**src/rtl/i2s_audio_tx.sv**
```systemverilog
// I2S transmitter: buffers unsigned 8-bit samples in a small FIFO and sends each one
// as a signed, left-justified mono frame (same word in left and right slots).
// Latency: a queued sample is popped at the next frame start (falling BCLK entering bit 0).
// Backpressure: sample_ready drops while the FIFO is full; an empty FIFO at frame start sends
// mid-scale zeros and pulses underrun for one clk.
// Ports:
//   clk, reset_n                - system clock, asynchronous active-low reset
//   enable                      - 1 runs BCLK/LRCLK, 0 holds the serial side idle
//   sample_data/valid/ready     - sample push interface (push = valid && ready)
//   fifo_level                  - FIFO occupancy
//   i2s_bclk/lrclk/sdata        - serial outputs, data changes on BCLK falling edge
//   underrun                    - one-clk pulse when a frame starts with the FIFO empty
module i2s_audio_tx #(
   parameter int CLK_DIV    = 4,
   parameter int SLOT_W     = 16,
   parameter int FIFO_DEPTH = 4
) (
   input  logic                          clk,
   input  logic                          reset_n,
   input  logic                          enable,
   input  logic [7:0]                    sample_data,
   input  logic                          sample_valid,
   output logic                          sample_ready,
   output logic [$clog2(FIFO_DEPTH):0]   fifo_level,
   output logic                          i2s_bclk,
   output logic                          i2s_lrclk,
   output logic                          i2s_sdata,
   output logic                          underrun
);

   localparam int DIV_W = (CLK_DIV > 1) ? $clog2(CLK_DIV) : 1;
   localparam int BIT_W = $clog2(2 * SLOT_W);
   localparam int SEL_W = $clog2(SLOT_W);
   localparam int PTR_W = (FIFO_DEPTH > 1) ? $clog2(FIFO_DEPTH) : 1;
   localparam int LVL_W = $clog2(FIFO_DEPTH) + 1;

   localparam logic [DIV_W-1:0] DIV_LAST  = DIV_W'(CLK_DIV - 1);
   localparam logic [BIT_W-1:0] BIT_LAST  = BIT_W'(2 * SLOT_W - 1);
   localparam logic [BIT_W-1:0] SLOT_LEN  = BIT_W'(SLOT_W);
   localparam logic [BIT_W-1:0] LR_FIRST  = BIT_W'(SLOT_W - 1);
   localparam logic [BIT_W-1:0] LR_LAST   = BIT_W'(2 * SLOT_W - 2);
   localparam logic [PTR_W-1:0] PTR_LAST  = PTR_W'(FIFO_DEPTH - 1);
   localparam logic [LVL_W-1:0] LVL_FULL  = LVL_W'(FIFO_DEPTH);

   typedef enum logic {IDLE, RUN} state_t;

   state_t            state, state_nxt;
   logic              run;

   logic [DIV_W-1:0]  div_cnt;
   logic [BIT_W-1:0]  bit_cnt;
   logic [SLOT_W-1:0] word;

   logic [7:0]        mem [FIFO_DEPTH];
   logic [PTR_W-1:0]  wr_ptr, rd_ptr;

   logic              div_tc, fall_evt, frame_start, push, pop;
   logic [BIT_W-1:0]  bit_nxt, slot_pos;
   logic [SEL_W-1:0]  sel;
   logic [SLOT_W-1:0] word_nxt;
   logic              lrclk_nxt;

   // ---------------------------------------------------------------- FSM
   always_ff @(posedge clk or negedge reset_n) begin
      if (!reset_n) state <= IDLE;
      else          state <= state_nxt;
   end

   always_comb begin
      state_nxt = state;
      case (state)
         IDLE:    if (enable)  state_nxt = RUN;
         RUN:     if (!enable) state_nxt = IDLE;
         default: state_nxt = IDLE;
      endcase
   end

   // Serial side advances only on clocks that leave us in RUN; dropping enable
   // clears it on the very next clk.
   assign run = (state_nxt == RUN);

   // ---------------------------------------------------------------- datapath decode
   assign div_tc      = run && (div_cnt == DIV_LAST);
   assign fall_evt    = div_tc && i2s_bclk;
   assign bit_nxt     = (bit_cnt == BIT_LAST) ? '0 : bit_cnt + 1'b1;
   assign frame_start = fall_evt && (bit_nxt == '0);

   assign sample_ready = (fifo_level < LVL_FULL);
   assign push         = sample_valid && sample_ready;
   assign pop          = frame_start && (fifo_level != '0);

   // Unsigned -> signed is an MSB flip; the 8 bits are left-justified in the slot.
   always_comb begin
      word_nxt = word;
      if (frame_start) begin
         if (pop) word_nxt = {~mem[rd_ptr][7], mem[rd_ptr][6:0], {(SLOT_W-8){1'b0}}};
         else     word_nxt = '0;
      end
   end

   // Both slots carry the same word, so only the position within a slot matters.
   assign slot_pos  = (bit_nxt >= SLOT_LEN) ? bit_nxt - SLOT_LEN : bit_nxt;
   assign sel       = SEL_W'(SLOT_W - 1) - SEL_W'(slot_pos);
   // LRCLK switches one bit before each slot's MSB (the I2S one-bit delay).
   assign lrclk_nxt = (bit_nxt >= LR_FIRST) && (bit_nxt <= LR_LAST);

   // ---------------------------------------------------------------- serial side
   always_ff @(posedge clk or negedge reset_n) begin
      if (!reset_n) begin
         div_cnt   <= '0;
         bit_cnt   <= BIT_LAST;
         word      <= '0;
         i2s_bclk  <= 1'b0;
         i2s_lrclk <= 1'b0;
         i2s_sdata <= 1'b0;
         underrun  <= 1'b0;
      end else begin
         underrun <= 1'b0;
         if (!run) begin
            div_cnt   <= '0;
            bit_cnt   <= BIT_LAST;
            word      <= '0;
            i2s_bclk  <= 1'b0;
            i2s_lrclk <= 1'b0;
            i2s_sdata <= 1'b0;
         end else begin
            if (div_tc) begin
               div_cnt  <= '0;
               i2s_bclk <= ~i2s_bclk;
            end else begin
               div_cnt <= div_cnt + 1'b1;
            end
            if (fall_evt) begin
               bit_cnt   <= bit_nxt;
               word      <= word_nxt;
               i2s_lrclk <= lrclk_nxt;
               i2s_sdata <= word_nxt[sel];
               underrun  <= frame_start && !pop;
            end
         end
      end
   end

   // ---------------------------------------------------------------- sample FIFO
   always_ff @(posedge clk) begin
      if (push) mem[wr_ptr] <= sample_data;
   end

   always_ff @(posedge clk or negedge reset_n) begin
      if (!reset_n) begin
         wr_ptr     <= '0;
         rd_ptr     <= '0;
         fifo_level <= '0;
      end else begin
         if (push) wr_ptr <= (wr_ptr == PTR_LAST) ? '0 : wr_ptr + 1'b1;
         if (pop)  rd_ptr <= (rd_ptr == PTR_LAST) ? '0 : rd_ptr + 1'b1;
         case ({push, pop})
            2'b10:   fifo_level <= fifo_level + 1'b1;
            2'b01:   fifo_level <= fifo_level - 1'b1;
            default: fifo_level <= fifo_level;
         endcase
      end
   end

endmodule

```
**config.mk**
```make
export PLATFORM = sky130hd
export DESIGN_NAME = i2s_audio_tx
export DESIGN_NICKNAME = d
export VERILOG_FILES = /design/src/rtl/i2s_audio_tx.sv
export SDC_FILE = /design/constraint.sdc
export NUM_CORES = 1
export LEC_CHECK = 0
export ABC_AREA = 1
export CORE_UTILIZATION = 25
export CTS_CLUSTER_SIZE = 25
export DETAILED_ROUTE_END_ITERATION = 10
export PLACE_DENSITY = 0.5
export SLEW_MARGIN = 40
export SYNTH_ARGS = -nofsm -noshare
export SYNTH_HDL_FRONTEND = slang
export SYNTH_SLANG_ARGS = --single-unit
```
**constraint.sdc**
```tcl
create_clock -name clk -period 6.83 [get_ports clk]
set_input_delay 1.366 -clock clk [delete_from_list [all_inputs] [get_ports clk]]
set_output_delay 1.366 -clock clk [all_outputs]
set_load 0.1 [all_outputs]
```
# Word-level counts from Yosys, hierarchy flattened
# Memory sizes are Yosys's and may differ from the RTL's.
# Cells that the tools add are included.
[totals]
wordCells = 71
ramBits = 32
mem_count = 1
ff_bits = 34
[classes]
add_sub_neg = 8
eq_ne = 8
n_lt_le_gt_ge = 5
n_bitwise = 2
muxes = 26
n_reduce_logical = 11
[memory_table]
columns = ["memory", "depth", "width", "rd", "rd_ports_with_merged_regs", "write_ports", "line", "rtl"]
rows = [
  ["mem", 4, 8, 1, 0, 1, "54", "logic [7:0] mem [FIFO_DEPTH];"],
]
[op_table]
columns = ["op", "n"]
rows = [
  ["2-to-1 mux 16 bit", 4],
  ["2-to-1 mux 5 bit", 3],
  ["2-to-1 mux 1 bit", 12],
  ["equality test 2 bit (second input constant)", 4],
  ["2-to-1 mux 2 bit", 4],
  ["logical AND 1 bit", 7],
  ["adder 2 x 1 -> 2 bit (second input constant)", 3],
  ["one-hot mux 3 bit (2 select lines)", 1],
  ["adder 5 x 1 -> 5 bit (second input constant)", 1],
  ["equality test 5 bit (second input constant)", 1],
  [">= comparator 5 x 4 -> 1 bit (second input constant)", 1],
  [">= comparator 5 bit (second input constant)", 1],
  ["<= comparator 5 bit (second input constant)", 1],
  ["zero test 5 bit", 1],
  ["< comparator 4 x 5 -> 1 bit (second input constant)", 1],
  ["binary-select mux 1 bit (select 4 bit)", 1],
  ["2-to-1 mux 4 bit", 1],
  ["inequality test 2 x 1 -> 1 bit (second input constant)", 2],
  ["subtractor 4 x 1 -> 4 bit (second input constant)", 1],
  ["subtractor 4 bit (first input constant)", 1],
  ["adder 3 x 1 -> 3 bit (second input constant)", 1],
  ["< comparator 3 bit (second input constant)", 1],
  ["nonzero test 3 bit", 1],
  ["subtractor 3 x 1 -> 3 bit (second input constant)", 1],
  ["other kinds (4)", 5],
]

# Logic depth before layout (Yosys ltp)
# Gate-level depths: netlist (run 1).
[depth]
ltp_word = 11
depth_mapped = 17
depth_no_buf = 16

# Least setup slack after synthesis (run 1)
# OpenSTA, ideal clock, no wires.
[synth_path]
kind = "input to register"
startpoint = "in enable"
endpoint = "reg fifo_level[2]"
path_buffers = 1
stages = 13
required_time_ns = 6.669
setup_slack_ns = 3.557
arrival_time_ns = 3.112
cell_sequence = "nand3_2 > nor2_2 > nand2_2 > nor2_4 > nand2_2 > buf_6 > nor2_2 > ha_1 > inv_1 > fa_1 > a21oi_1 > o21ai_0 > xor2_1"
[synth_between]
elab_chain_len = 7
[synth_lines]
columns = ["element", "line", "rtl"]
rows = [
  ["from (decl)", "20", "input logic enable,"],
  ["2-to-1 mux 1 bit (*)", "72, 73", ""],
  ["logical AND 1 bit (*)", "83", "assign div_tc = run && (div_cnt == DIV_LAST);"],
  ["logical AND 1 bit (*)", "84", "assign fall_evt = div_tc && i2s_bclk;"],
  ["logical AND 1 bit (*)", "86", "assign frame_start = fall_evt && (bit_nxt == '0);"],
  ["logical AND 1 bit (*)", "90", "assign pop = frame_start && (fifo_level != '0);"],
  ["equality test 2 x 1 -> 1 bit or equality test 2 bit (tied branches)", "157", "case ({push, pop})"],
  ["one-hot mux 3 bit (2 select lines) or nonzero test 2 bit (tied branches)", "-", ""],
  ["to (signal assigned)", "158", "2'b10: fifo_level <= fifo_level + 1'b1;"],
  ["to (signal assigned)", "159", "2'b01: fifo_level <= fifo_level - 1'b1;"],
  ["to (signal assigned)", "160", "default: fifo_level <= fifo_level;"],
  ["to (decl)", "24", "output logic [$clog2(FIFO_DEPTH):0] fifo_level,"],
]
# Every way passes the cells marked *; elsewhere a longest branch is shown, timed or not.
# A chain may end at the register's enable or synchronous reset.

# Worst setup path in the final report (run 1)
# Same ends and word-level chain as after synthesis.

==> run summary, run 1 <==
Status: complete, but fails checks
Failing checks: DRC
Met1 WL: 2866 µm
Netlist Area Pre-Place: 3008 µm²
Mapped Nets: 331
Max-slew headroom: 48.13%
GRT Total Usage: 11.13%
Cell variety after synth: 33
Slew Limit Fails: 0
Placed wire-length estimate: 4066 µm
Ant. Diodes: 0
Setup Skew: 0.005089 ns
Postcts setup bufs: 0
Hold path depth: 1
CORE AREA: 11560 µm²
Post-CTS sizing: 0
CP endpoint kind: flop
Port Buffers: 19
Most common cell in the netlist: nand2_1
Max IR drop VDD: 0.1457 mV
Setup TNS: 0 ns
DR WL/cell: 12.64 µm
Die X: 111.7 µm
Share of post-route cells with drive strength above 1: 13.91%
Primary FF master, synth: edfxtp_1
CP Class: in -> reg
Fmax: 271.5 MHz
Synth Area per Inst: 9.734 µm²
RSZ-0062 raised after global routing: false
Initial antenna violation count: 0
Final setup fails: 0
Met2 WL: 2948 µm
Largest net degree at the start of global routing: 35
Die Ht: 111.7 µm
GPL Wtd Cong: 0.7786
RR Startpoint: bit_cnt[0]
Placed Area: 3306 µm²
Worst-Margin Slew: 0.7752 ns
Worst Slack Setup Final: 3.146 ns
Top cells by count, synth: nand2_1 (68), nand3_1 (35), nor2_1 (35)
Worst hold slack: 0.4281 ns
Final ANT Viol Nets: 0
Clk slew on worst S/H paths: 0.06 ns
Metal3 WL: 197 µm
Top sig layer: met4
Via Count: 2108
Synth Register Bits: 66
Reg-to-reg slack, setup: 3.46 ns
Max-cap violation count: 0
Synthesis-to-layout area growth: 19.47%
Drc violations: 3
Final min period: 3.684 ns
Die area: 12470 µm²
Routed wire length: 6081 µm
Post-route cell area: 3593 µm²
Drt first pass iters: 8
Req. time, crit path: 7.03 ns
Worst EP arrival: 3.89 ns
Hold Crit Start: div_cnt[0]
Clk_lat worst skew: 0.33 ns
Power Density: 307.9 nW/µm²
Leakage: 1.501 nW
Part of the cycle the worst path needs: 53.94%
Largest cells by area after synthesis: edfxtp_1 (32%), dfrtp_1 (24%), nand2_1 (8.5%)
First-pass GRT wire length: 10760 µm
Clock sinks: 66
Post-synthesis sequential area ratio: 60.44%
R2R cell count: 16
Grt total ovfl: 0
Final core utilization: 31.07%
Post-synth ARST share: 51.52%
Num ports: 20
Initial Util: 26.01%
Row Count: 39
H-tree depth: 3
Clk root buf: clkbuf_16
Critical Path Fanout Max: 15
Leading area contributor after synthesis: edfxtp_1
Routed vias/inst: 4.383
CTS buffer count: 9
Hold WC Path Type: reg -> reg
Setup crit start: enable
Startpoint Class: input port
Fin. Hold Viols: 0
Area share of the largest cell type after synthesis: 31.95%
Synth warn: 0
CTS tree: yes
DR iter-0 viols: 114
EDFF count, synth: 32
Vias in the first global route: 2161
Clk buf depth: 2
Dpl ws: 2.807 ns
Hold_buf cts: 0
Synthesized instance count: 309
Final net count: 355
-- flip-flops by register name, indices dropped and copies added, names as in the netlist --
register    count
div_cnt         2
i2s_bclk        1
i2s_sdata       1
bit_cnt         5
fifo_level      3
word           16
rd_ptr          2
wr_ptr          2
i2s_lrclk       1
underrun        1
mem            32
-- kinds of logic (layout without fill, tap and decap cells) --
family,Yosys count,count (layout),share of synthesized area [%]
simple gates,154,154,22.42
flops,66,66,60.44
buf+inv,41,70,5.532
compound gates,36,36,6.614
fa+ha+maj,10,10,4.409
xor+xnor,2,2,0.5825
-- final cells by class --
type                    count  area (µm²)
clock buffers               9       225.2
clock inverters             7       52.55
multi-input cells         202        1033
inverters                  34       127.6
repair buffers             20       157.7
flip-flops and latches     66        1818
fillers                  1189        7971
well taps                 143       178.9
-- power breakdown --
group | switching [mW] | internal (mW) | leakage [nW]
sequential | 0.0378 | 0.436 | 0.718
combinational | 0.152 | 0.0584 | 0.657
clock | 0.175 | 0.247 | 0.126
-- per-stage QoR --
step,instances,power [mW]
after global routing,481,1.169
after floorplan,309,0.6350
final,481,1.106
after detailed placement,465,0.6925
after global placement,465,0.6966
after CTS,481,1.119
-- placed cells by master (no fill, tap or decap), types with 2 or more instances in the layout --
cell             count
nand2_1             68
nand3_1             35
inv_1               32
edfxtp_1            32
nor2_1              31
dfrtp_1             29
o21ai_0             16
a21oi_1             12
clkdlybuf4s50_1     11
nor2_2               9
ha_1                 9
clkbuf_16            9
buf_2                8
dfstp_2              5
nand2_2              4
clkinvlp_4           3
nand4_1              2
o211ai_1             2
clkinv_1             2
inv_6                2
-- critical path: stages --
cell and delay, ns:
clkdlybuf4s50_1 0.56, nand3_2 0.16, nor2_2 0.17, nand2_2 0.08
nor2_4 0.09, nand2_2 0.20, nor2_2 0.23, ha_1 0.17
inv_1 0.07, fa_1 0.38, a21oi_1 0.14, o21ai_0 0.10
xor2_1 0.15
-- per-layer routing --
| layer | up-vias | track usage [%] |
|---|---|---|
| met5 | - | 0 |
| met4 | 0 | 4.775 |
| met3 | 12 | 2.940 |
| met2 | 32 | 18.18 |
| met1 | 991 | 13.86 |
| li1 | 1073 | - |
-- worst paths after layout --
check	to
worst max-delay path	fifo_level[2]
worst min-delay path	div_cnt[0]
worst max register to register	fifo_level[2]
worst min register to register	div_cnt[0]
max in group asynchronous	bit_cnt[3]
min in group asynchronous	i2s_lrclk
Note: power is estimated with default switching activity, not from simulation.
==> run 2: changes to the inputs <==
clock period = 3.4 ns   (was 6.83 ns; I/O delays follow)
==> run 2 against run 1 <==
  * The run still ends with DRC left
  * Sequential cell count stayed put
  * Register-to-register slack lost 3.1 ns
  * Setup slack worse by 2.8 ns
  * Wire length is essentially flat
  * Die area stayed put
  * Sequential power rose by 100%
  * Worst hold slack is essentially flat
  * First-iteration DRC count down 41%
  * Clock power is 110% higher
  * Via count grew 2.2%
  * Final cell count is 1.5% higher
  * Critical endpoint unchanged
==> run summary, run 2 (synthesized netlist as in run 1, its figures left out) <==
Vias in the first global route: 2127
R2R cell count: 16
Failing checks: DRC
H-tree depth: 3
RR Startpoint: bit_cnt[0]
GPL Wtd Cong: 0.8230
Num ports: 20
Grt total ovfl: 0
DR iter-0 viols: 67
Port Buffers: 19
Post-route cell area: 3664 µm²
CTS buffer count: 9
Largest net degree at the start of global routing: 35
CP Cell Sequence: ha_1 > nand2_1 > nor2_1 > ha_1 > nor2_2 > nor2_2 > nand2_2 > nor2_4 > nand2_2 > nor2_2 > ha_1 > inv_1 > fa_1 > a21oi_1 > o21ai_0 > xor2_1
Max reg flops: 32
Placed Area: 3376 µm²
Clk root buf: clkbuf_16
Synthesis-to-layout area growth: 21.80%
CORE AREA: 11560 µm²
Status: complete, but fails checks
DR WL/cell: 12.45 µm
Setup TNS: 0 ns
Share of post-route cells with drive strength above 1: 13.91%
Ant. Diodes: 0
Req. time, crit path: 3.61 ns
Fmax: 332.4 MHz
Drt first pass iters: 7
Hold Crit Start: div_cnt[0]
Clock sinks: 66
Max-slew headroom: 58.53%
FF-to-FF End: fifo_level[2]
Hold_buf cts: 0
Dpl ws: 0.3403 ns
Final ANT Viol Nets: 0
Worst Slack Setup Final: 0.3918 ns
GRT Total Usage: 10.84%
Clk slew on worst S/H paths: 0.06 ns
Initial antenna violation count: 0
Part of the cycle the worst path needs: 88.48%
Leakage: 1.551 nW
Die X: 111.7 µm
Worst hold slack: 0.4280 ns
Placed wire-length estimate: 4062 µm
Clk_lat worst skew: 0.33 ns
Final min period: 3.008 ns
Hold WC Path Type: reg -> reg
Die area: 12470 µm²
Row Count: 39
Post-CTS sizing: 0
Dpl cells: 472
CTS tree: yes
Final net count: 362
Power Density: 618.8 nW/µm²
Routed wire length: 6076 µm
Setup Skew: 0.007550 ns
Fin cells: 488
Hold Path Sink: div_cnt[0]
RSZ-0062 raised after global routing: false
Largest registers: mem: 32 flops, word: 16 flops, bit_cnt: 5 flops
Die Ht: 111.7 µm
Clk buf depth: 2
Max-cap violation count: 0
Routed vias/inst: 4.416
Startpoint Class: flop
Reg-to-reg slack, setup: 0.39 ns
Initial Util: 26.01%
Biggest register: mem
Most frequent cells in the layout: nand2_1 (68), nor2_1 (35), nand3_1 (35), inv_1 (32), edfxtp_1 (32)
CP endpoint kind: flop
Postcts setup bufs: 0
Largest stage delay, worst path: 0.57 ns
Worst-Margin Slew: 0.6220 ns
Commonest non-fill, non-tap cell in the layout: nand2_1
Fin. Hold Viols: 0
CP Class: reg -> reg
Worst EP arrival: 3.22 ns
Via Count: 2155
First-pass GRT wire length: 10430 µm
Slew Limit Fails: 0
Drc violations: 3
Max IR drop VDD: 0.3329 mV
Slowest cell on the critical path: dfstp_2
Final setup fails: 0
Critical Path Fanout Max: 6
Hold path depth: 1
-- run 2: through the flow --
| step | power [mW] | util [%] |
|---|---|---|
| floorplan | 1.276 | - |
| global placement | 1.396 | 29.23 |
| detailed placement | 1.399 | 29.19 |
| CTS | 2.300 | 31.68 |
| global route | 2.398 | 31.68 |
| finish | 2.267 | 31.68 |
-- run 2: metal layers --
layer	part of all wire [%]	wire, µm	vias to the layer above	global-route usage (%)
li1	-	-	1083	-
met1	47	2880	1021	13.74
met2	47	2838	40	16.98
met3	4.1	249	11	3.647
met4	1.8	108	0	4.324
met5	0	0	-	0
-- run 2: cell type report --
| class | count | area [µm²] |
|---|---|---|
| Fill cell | 1171 | 7901 |
| Sequential cell | 66 | 1818 |
| Multi-Input combinational cell | 202 | 1023 |
| Clock buffer | 11 | 232.7 |
| Timing Repair Buffer | 27 | 227.7 |
| Tap cell | 143 | 178.9 |
| Inverter | 34 | 127.6 |
| Clock inverter | 5 | 55.05 |
-- run 2: worst max path at each step --
stage             startpoint            end  cells past startpoint
3_5_place_dp          enable  fifo_level[2]                     13
3_3_place_gp          enable  fifo_level[2]                     13
5_1_grt           bit_cnt[0]  fifo_level[2]                     16
4_1_cts           bit_cnt[0]  fifo_level[2]                     16
6_report          bit_cnt[0]  fifo_level[2]                     16
2_1_floorplan  fifo_level[2]  fifo_level[2]                      8
-- run 2: worst max-delay path: cells and delay by family (launching register included) --
kind,cells,cell delay [ns]
simple gates,8,0.89
buf+inv,1,0.06
compound gates,2,0.25
fa+ha+maj,4,0.98
flops,1,0.57
xor+xnor,1,0.15
-- run 2: power breakdown --
group	total [mW]	leakage, nW	switching [mW]	internal, mW
Sequential	0.953	0.718	0.0767	0.877
Combinational	0.422	0.696	0.297	0.125
Clock	0.892	0.137	0.327	0.565
==> run 3: changes to the inputs <==
GPL_TIMING_DRIVEN = 0   (was not set)
==> run 3 against run 2 <==
  * The flow still finishes with violations (DRC)
  * Register-to-register slack worse by 0.11 ns
  * Final cell count unchanged
  * Die area unchanged
  * Clock power up 0.4%
  * Global-route usage down 0.19 points
  * Core utilization about the same
==> run summary, run 3 (synthesized netlist as in run 1, its figures left out) <==
Status: complete, but fails checks
Initial Util: 26.01%
Final setup fails: 0
Hold WC Path Type: in -> async
Max-slew headroom: 50.14%
Clock sinks: 66
Placed Area: 3362 µm²
Die area: 12470 µm²
Routed vias/inst: 4.389
Share of post-route cells with drive strength above 1: 15.07%
Largest registers: mem: 32 flops, word: 16 flops, bit_cnt: 5 flops
Hold_buf cts: 0
Worst Slack Setup Final: 0.2857 ns
Slowest cell on the critical path: dfstp_2
Drt first pass iters: 7
Post-route cell area: 3666 µm²
Final min period: 3.114 ns
Clk_lat worst skew: 0.33 ns
Req. time, crit path: 3.61 ns
H-tree depth: 3
Final ANT Viol Nets: 0
DR WL/cell: 12.55 µm
Routed wire length: 6124 µm
Row Count: 39
Clk slew on worst S/H paths: 0.06 ns
Multi-input gate area: 1041 µm²
Post-CTS sizing: 0
Seq. cell area: 1818 µm²
Worst-Margin Slew: 0.7452 ns
GPL Wtd Cong: 0.7806
Leakage: 1.545 nW
GRT Total Usage: 10.65%
R2R cell count: 16
Largest stage delay, worst path: 0.58 ns
Filler cell count: 1186
Setup Skew: 0.01099 ns
Dpl ws: -0.03461 ns
Port Buffers: 19
Ant. Diodes: 0
Max-cap violation count: 0
Power Density: 624.7 nW/µm²
Commonest non-fill, non-tap cell in the layout: nand2_1
Postcts setup bufs: 0
CTS buffer count: 9
Max IR drop VDD: 0.2676 mV
Die Ht: 111.7 µm
Biggest register: mem
CP endpoint kind: flop
RSZ-0062 raised after global routing: false
Critical Path Fanout Max: 10
Fmax: 321.1 MHz
Via Count: 2142
CP Cell Sequence: ha_1 > nand2_1 > nor2_1 > ha_2 > nor2_2 > nand2_2 > nor2_4 > nand2_2 > buf_6 > nor2_4 > ha_1 > inv_1 > fa_1 > a21oi_1 > o21ai_0 > xor2_1
Worst EP arrival: 3.32 ns
Die X: 111.7 µm
Drc violations: 3
CTS tree: yes
Clk buf depth: 2
CORE AREA: 11560 µm²
Slew Limit Fails: 0
First-pass GRT wire length: 10310 µm
Placed wire-length estimate: 4233 µm
Clk root buf: clkbuf_16
Final net count: 362
Failing checks: DRC
Part of the cycle the worst path needs: 91.60%
Largest net degree at the start of global routing: 24
Initial antenna violation count: 0
Num ports: 20
Synthesis-to-layout area growth: 21.88%
Max reg flops: 32
Fin. Hold Viols: 0
Grt total ovfl: 0
CP Class: reg -> reg
Most frequent cells in the layout: nand2_1 (68), nand3_1 (35), inv_1 (32), edfxtp_1 (32), nor2_1 (31)
Overall power: 2.290 mW
Vias in the first global route: 2086
DR iter-0 viols: 149
Startpoint Class: flop
run 3: changes by cell type in the layout (fill, tap and decap cells not counted), sizes merged:
cell           before  now
buf                16   15
clkinvlp            1    0
clkdlybuf4s50      11   10
clkbuf             11   14
run 3: routing by layer:
layer	share of wire [%]	vias to the layer above	global-route usage (%)
li1	-	1085	-
met1	49	1024	13.83
met2	47	28	16.98
met3	3.1	5	2.940
met4	1.0	0	3.784
met5	0	-	0
run 3: path summary, 6_finish.rpt:
path / slack [ns] / from / end
setup / recovery: 0.29 / bit_cnt[0] / fifo_level[2]
hold / removal: 0.25 / reset_n / word[15]
setup reg to reg: 0.29 / bit_cnt[0] / fifo_level[2]
hold reg to reg: 0.43 / div_cnt[0] / div_cnt[0]
max in group asynchronous: 2.66 / reset_n / bit_cnt[0]
min in group clk: 0.43 / div_cnt[0] / div_cnt[0]
run 3: critical path: cells and delay by family, from the launching register on:
kind                       cells  cell delay [ns]
DFF                            1             0.58
AOI/OAI and AO/OA              2             0.25
xor gates and xnor gates       1             0.15
adders and majority gates      4             1.02
and+or+nand+nor                7             0.76
buffers and inverters          2             0.24
run 3: where the power goes:
part           internal [mW]  switching, mW  leakage, nW
Sequential             0.877         0.0323        0.718
Clock                  0.569          0.327        0.141
Combinational          0.134          0.350        0.686
run 3: area by class of cell:
type	count	share of cell area [%]
multi-input cells	202	28.40
plain buffers	7	1.058
repair buffers	20	4.710
flip-flops and latches	66	49.59
clock inverters	4	1.433
inverters	34	3.481
well taps	143	4.881
clock buffers	12	6.451
run 3: stage by stage:
| stage | hold slack (ns) | cells | utilization [%] | TNS (ns) |
|---|---|---|---|---|
| 3_5_place_dp | 0.4310 | 472 | 29.07 | -0.03461 |
| 5_1_grt | 0.2585 | 488 | 31.70 | 0 |
| 3_3_place_gp | 0.4205 | 471 | 29.20 | 0 |
| 4_1_cts | 0.2476 | 488 | 31.57 | 0 |
| 6_report | 0.2471 | 488 | 31.70 | 0 |
| 2_1_floorplan | 0.3844 | 309 | - | 0 |
